### config.mk
export PLATFORM = sky130hd
export DESIGN_NAME = image_mem_arbiter
export DESIGN_NICKNAME = d
export VERILOG_FILES = /design/src/rtl/image_mem_pkg.sv /design/src/rtl/image_wr_fifo.sv /design/src/rtl/image_mem_arbiter.sv
export SDC_FILE = /design/constraint.sdc
export NUM_CORES = 1
export LEC_CHECK = 0
export BUFFER_PORTS_ARGS = -buffer_cell sky130_fd_sc_hd__buf_2
export CORE_MARGIN = 2
export CORE_UTILIZATION = 45
export CTS_BUF_LIST = sky130_fd_sc_hd__clkbuf_4 sky130_fd_sc_hd__clkbuf_8 sky130_fd_sc_hd__clkbuf_16
export CTS_CLUSTER_SIZE = 8
export DETAILED_ROUTE_END_ITERATION = 6
export PLACE_DENSITY = 0.64
export SLEW_MARGIN = 20
export SYNTH_ARGS = -nofsm -noshare
export SYNTH_HDL_FRONTEND = slang
export SYNTH_HIERARCHICAL = 1
export SYNTH_SLANG_ARGS = --single-unit
### constraint.sdc
create_clock -name clk -period 3.6 [get_ports clk]
set_input_delay 0.36 -clock clk [delete_from_list [all_inputs] [get_ports clk]]
set_output_delay 0.36 -clock clk [all_outputs]
set_load 0.02 [all_outputs]
### src/rtl/image_mem_pkg.sv
// rtl/image_mem_pkg.sv - shared frame geometry, address width and clear FSM states
package image_mem_pkg;

    localparam int IMG_W      = 240;
    localparam int IMG_PIXELS = IMG_W * IMG_W;
    localparam int IMG_ADDR_W = 16;

    typedef enum logic {
        IDLE  = 1'b0,
        CLEAR = 1'b1
    } clr_state_t;

endpackage

### src/rtl/image_wr_fifo.sv
// rtl/image_wr_fifo.sv - small synchronous FIFO holding pending {addr, data} pixel writes
module image_wr_fifo #(
    parameter int DATA_W = 8,
    parameter int ADDR_W = 16,
    parameter int DEPTH  = 4
) (
    input  logic                     clk,
    input  logic                     reset,
    input  logic                     push,
    input  logic [ADDR_W+DATA_W-1:0] din,
    input  logic                     pop,
    output logic                     full,
    output logic                     empty,
    output logic [ADDR_W+DATA_W-1:0] head
);

    localparam int ENT_W = ADDR_W + DATA_W;
    // DEPTH is a power of two, so the pointers wrap naturally
    localparam int PTR_W = $clog2(DEPTH);

    logic [ENT_W-1:0] mem_q [DEPTH];
    logic [PTR_W-1:0] rd_ptr_q;
    logic [PTR_W-1:0] wr_ptr_q;
    logic [PTR_W:0]   count_q;

    assign full  = (count_q == (PTR_W + 1)'(DEPTH));
    assign empty = (count_q == '0);
    assign head  = mem_q[rd_ptr_q];

    // Entry storage; no reset needed because the pointers define which slots are live
    always_ff @(posedge clk) begin
        if (push) begin
            mem_q[wr_ptr_q] <= din;
        end
    end

    // Pointer and occupancy bookkeeping; a pop on an empty FIFO is only issued together
    // with a push, which then passes straight through
    always_ff @(posedge clk) begin
        if (reset) begin
            rd_ptr_q <= '0;
            wr_ptr_q <= '0;
            count_q  <= '0;
        end else begin
            if (push) begin
                wr_ptr_q <= wr_ptr_q + 1'b1;
            end
            if (pop) begin
                rd_ptr_q <= rd_ptr_q + 1'b1;
            end
            case ({push, pop})
                2'b10:   count_q <= count_q + 1'b1;
                2'b01:   count_q <= count_q - 1'b1;
                default: count_q <= count_q;
            endcase
        end
    end

endmodule

### src/rtl/image_mem_arbiter.sv
// rtl/image_mem_arbiter.sv - frame BRAM arbiter: display reads, frame clear (IMAGE_MEM_CLEAR_EN), queued pixel writes
module image_mem_arbiter
    import image_mem_pkg::*;
#(
    parameter int ADDR_W     = IMG_ADDR_W,
    parameter int DATA_W     = 8,
    parameter int FIFO_DEPTH = 4
) (
    input  logic              clk,
    input  logic              reset,
    input  logic              disp_req,
    input  logic [ADDR_W-1:0] disp_addr,
    output logic [DATA_W-1:0] disp_data,
    output logic              disp_valid,
    input  logic              wr_req,
    input  logic [ADDR_W-1:0] wr_addr,
    input  logic [DATA_W-1:0] wr_data,
    output logic              wr_ready,
    output logic              wr_err,
    input  logic              clear_start,
    output logic              clear_busy,
    output logic [ADDR_W-1:0] mem_addr,
    output logic              mem_we,
    output logic [DATA_W-1:0] mem_din,
    input  logic [DATA_W-1:0] mem_dout
);

    localparam int ENT_W = ADDR_W + DATA_W;

    logic              fifo_full;
    logic              fifo_empty;
    logic              push;
    logic              pop;
    logic [ENT_W-1:0]  fifo_head;
    logic [ENT_W-1:0]  head;
    logic              head_valid;
    logic [ADDR_W-1:0] head_addr;
    logic [DATA_W-1:0] head_data;
    logic              head_in_range;
    logic              clr_active;
    logic              clr_grant;
    logic              fifo_grant;
    logic [ADDR_W-1:0] clr_ptr;

    logic [ADDR_W-1:0] mem_addr_q;
    logic              mem_we_q;
    logic [DATA_W-1:0] mem_din_q;
    logic              rd_v1_q;
    logic              rd_v2_q;
    logic              wr_err_q;

    assign wr_ready = !fifo_full;
    assign push     = wr_req && !fifo_full;

    image_wr_fifo #(
        .DATA_W (DATA_W),
        .ADDR_W (ADDR_W),
        .DEPTH  (FIFO_DEPTH)
    ) u_fifo (
        .clk   (clk),
        .reset (reset),
        .push  (push),
        .din   ({wr_addr, wr_data}),
        .pop   (pop),
        .full  (fifo_full),
        .empty (fifo_empty),
        .head  (fifo_head)
    );

    // An empty FIFO forwards the incoming push, so an uncontended write lands one cycle after it is offered
    assign head          = fifo_empty ? {wr_addr, wr_data} : fifo_head;
    assign head_valid    = !fifo_empty || push;
    assign head_addr     = head[ENT_W-1:DATA_W];
    assign head_data     = head[DATA_W-1:0];
    assign head_in_range = (32'(head_addr) < IMG_PIXELS);

`ifdef IMAGE_MEM_CLEAR_EN
    localparam logic [ADDR_W-1:0] LAST_PIX = ADDR_W'(IMG_PIXELS - 1);

    clr_state_t        state_q;
    logic [ADDR_W-1:0] clr_ptr_q;

    assign clr_active = (state_q == CLEAR);
    assign clr_ptr    = clr_ptr_q;

    // Clear FSM: walks the frame one pixel per non-display cycle, never skipping an address
    always_ff @(posedge clk) begin
        if (reset) begin
            state_q   <= IDLE;
            clr_ptr_q <= '0;
        end else begin
            case (state_q)
                IDLE: begin
                    if (clear_start) begin
                        state_q   <= CLEAR;
                        clr_ptr_q <= '0;
                    end
                end
                CLEAR: begin
                    if (clr_grant) begin
                        clr_ptr_q <= clr_ptr_q + 1'b1;
                        if (clr_ptr_q == LAST_PIX) begin
                            state_q <= IDLE;
                        end
                    end
                end
            endcase
        end
    end
`else
    logic unused_clear_start;

    assign unused_clear_start = clear_start;
    assign clr_active         = 1'b0;
    assign clr_ptr            = '0;
`endif

    assign clear_busy = clr_active;
    assign clr_grant  = clr_active && !disp_req;
    assign fifo_grant = !disp_req && !clr_active && head_valid;
    assign pop        = fifo_grant;

    // Register the winning access onto the BRAM port and pipeline the display read valid
    always_ff @(posedge clk) begin
        if (reset) begin
            mem_addr_q <= '0;
            mem_we_q   <= 1'b0;
            mem_din_q  <= '0;
            rd_v1_q    <= 1'b0;
            rd_v2_q    <= 1'b0;
            wr_err_q   <= 1'b0;
        end else begin
            mem_we_q <= 1'b0;
            rd_v1_q  <= disp_req;
            rd_v2_q  <= rd_v1_q;
            if (disp_req) begin
                mem_addr_q <= disp_addr;
            end else if (clr_grant) begin
                mem_addr_q <= clr_ptr;
                mem_din_q  <= '0;
                mem_we_q   <= 1'b1;
            end else if (fifo_grant) begin
                if (head_in_range) begin
                    mem_addr_q <= head_addr;
                    mem_din_q  <= head_data;
                    mem_we_q   <= 1'b1;
                end else begin
                    wr_err_q <= 1'b1;
                end
            end
        end
    end

    assign mem_addr   = mem_addr_q;
    assign mem_we     = mem_we_q;
    assign mem_din    = mem_din_q;
    assign disp_valid = rd_v2_q;
    assign disp_data  = mem_dout;
    assign wr_err     = wr_err_q;

endmodule

==> run summary <==
# rows: 40
PnR worst setup slack: 0.7917 ns
Clk pin slew, worst setup/hold paths: 0.06 ns
Hold Buf Count CTS: 0
Area of placed instances: 5932 um2
Register area share after synthesis: 0.6600
Iter 0 DRT Violations: 196
Vias in the first global route: 3172
Critical Path RT: 3.92 ns
Worst setup EP type: flip-flop
Syn-to-layout area delta: 18.87%
WP data arrival: 3.13 ns
Mapped Area: 5490 um2
Startpoint Class: flip-flop
Initial core utilization: 0.4590
Synthesized area per cell: 16.39 um2
Largest net degree at the start of global routing: 37
DR vias: 3068
Worst Path Max Fanout: 20
Fin crit share: 0.7801
Total track usage: 0.1780
Setup total negative slack: 0 ns
Die area: 13100 um2
Hold slack: 0.1809 ns
Post-layout power: 5.159 mW
Setup bufs post-CTS: 0
Commonest cells after routing, fill and taps aside: 96 x edfxtp_1, 71 x buf_2, 36 x dfxtp_1
Max frequency: 356.1 MHz
# fillers: 980
DRT Pass-1 Iters: 4
HPWL after DPL: 6.880 mm
Post-place setup slack: 0.7762 ns
HP Class: input port to flip-flop
Root Buffer: clkbuf_16
Post-route DRC violation count: 0
Port Buffer Count: 71
Vias per inst: 5.373
Cell count after synthesis: 335
Final min period: 2.808 ns
Core area: 11960 um2
Max Clock Skew: 0.006329 ns
P_leak: 2.416 nW
Post-synth EDFFs: 96
Ys async rst share: 0
Most used flip-flop cell after synthesis: edfxtp_1
Final RePlAce weighted congestion: 0.7513
Design area: 6526 um2
Later-pin clock latency in the skew report: 0.41 ns
CTS buffer count: 17
Worst VDD drop: 0.4286 mV
Power Dens Cells: 790.4 nW/um2
Leading cell type in the layout, fill and taps excluded: edfxtp_1
Clock Sinks: 133
Final hold violation count: 0
ANT nets after route: 0
Multi-input logic area: 1640 um2
Ant. Diodes: 0
Die height: 114.5 um
Max Cap Viol: 0
I/O pin count: 90
Grt ovf: 0
Wire length per cell: 18.83 um
Nets@finish: 470
Final setup viols: 0
WL final: 10.75 mm
CTS resizes: 0
RSZ-0062 raised after global routing: false
Global-route wire length before repair: 16.95 mm
Die width: 114.5 um
Syn Nets: 394
FF/Latch Area: 3625 um2
Status: finished, final reports clean
Distinct cells, synth: 40
Clk buf depth: 2
Share of layout cells above drive strength 1: 0.3750
Slew headroom: 0.4861
CTS H-tree depth: 4
Clock tree from TritonCTS: done
Initial antenna violation count: 0
Crit Path Category: flip-flop to flip-flop
Synth Register Bits: 133
Final Max Slew Viols: 0
Ys Warns: 6
Worst slew pin tran: 0.7709 ns
[worst paths after layout]
kind                            cells past startpoint                      endpoint  slack, ns          startpoint
worst max register to register                      7       mem_din[0]$_SDFFE_PP0P_       0.79           flip-flop
worst min register to register                      1         disp_valid$_SDFF_PP0_       0.46  rd_v1_q$_SDFF_PP0_
worst max-delay path                                7       mem_din[0]$_SDFFE_PP0P_       0.79           flip-flop
worst min-delay path                                1  u_fifo/mem_q[3][0]$_DFFE_PP_       0.18          wr_data[0]
[worst max-delay path, stage by stage (launching register included)]
cell and delay, ns:
dfxtp_2 0.59, mux4_1 0.65, nor3_1 0.31, o22ai_2 0.19, a211oi_4 0.36, buf_4 0.33
nor2_1 0.06, a211oi_1 0.21
[power by group]
group / switching (mW) / leakage (nW) / total [mW] / internal, mW
Clock: 0.628 / 0.272 / 1.72 / 1.09
Sequential: 0.106 / 1.19 / 1.98 / 1.88
Combinational: 0.793 / 0.956 / 1.46 / 0.667
Total: 1.53 / 2.42 / 5.16 / 3.63
[cell families after synthesis]
| group | share of synthesized area |
|---|---|
| flops | 0.6600 |
| simple gates | 0.05287 |
| mux | 0.1609 |
| compound gates | 0.06039 |
| buf+inv | 0.04216 |
| fa+ha+maj | 0.01504 |
| xor+xnor | 0.007978 |
| other cells | 0.0006830 |
[state kept, by name, summed over array words and instances, names as in the netlist, named ones only]
register	flops
u_fifo/wr_ptr_q	2
wr_err	1
mem_din	8
mem_addr	16
rd_v1_q	1
u_fifo/mem_q	96
mem_we	1
u_fifo/rd_ptr_q	2
u_fifo/count_q	3
disp_valid	1
[per-layer routing]
layer,vias to the layer above,track usage,part of all wire
met5,-,0,0
met4,0,0.07480,0.020
met3,19,0.05029,0.055
met2,93,0.2852,0.49
met1,1525,0.2288,0.43
li1,1431,-,-
[cell usage after synthesis (all sizes together) (3+ instances only)]
master / number / share of area
dfxtp: 37 / 0.13
ha: 5 / 0.011
nor2b: 5 / 0.0057
mux2i: 17 / 0.031
xor2: 3 / 0.0048
edfxtp: 96 / 0.53
nor2: 29 / 0.020
inv: 7 / 0.0048
buf: 18 / 0.031
nor3: 3 / 0.0027
mux4: 24 / 0.10
a21oi: 10 / 0.011
clkbuf: 9 / 0.0062
mux2: 14 / 0.029
a211oi: 18 / 0.031
and2: 4 / 0.0046
nand2: 5 / 0.0034
a22oi: 7 / 0.0096
nand3: 7 / 0.0064
[stage by stage]
step,instances,util
5_1_grt,571,0.5456
3_5_place_dp,539,0.4959
6_report,571,0.5456
4_1_cts,571,0.5456
3_3_place_gp,539,0.4959
2_1_floorplan,335,-
[cell type report]
type                       instances  area share
clock inverter                    14     0.02473
clock buffer                      18     0.06633
timing repair buffer              84     0.06940
sequential                       133      0.5554
tap                              147     0.02818
multi-input combinational        167      0.2513
inverter                           8    0.004601
No activity file was read; power rests on OpenSTA's default activity.
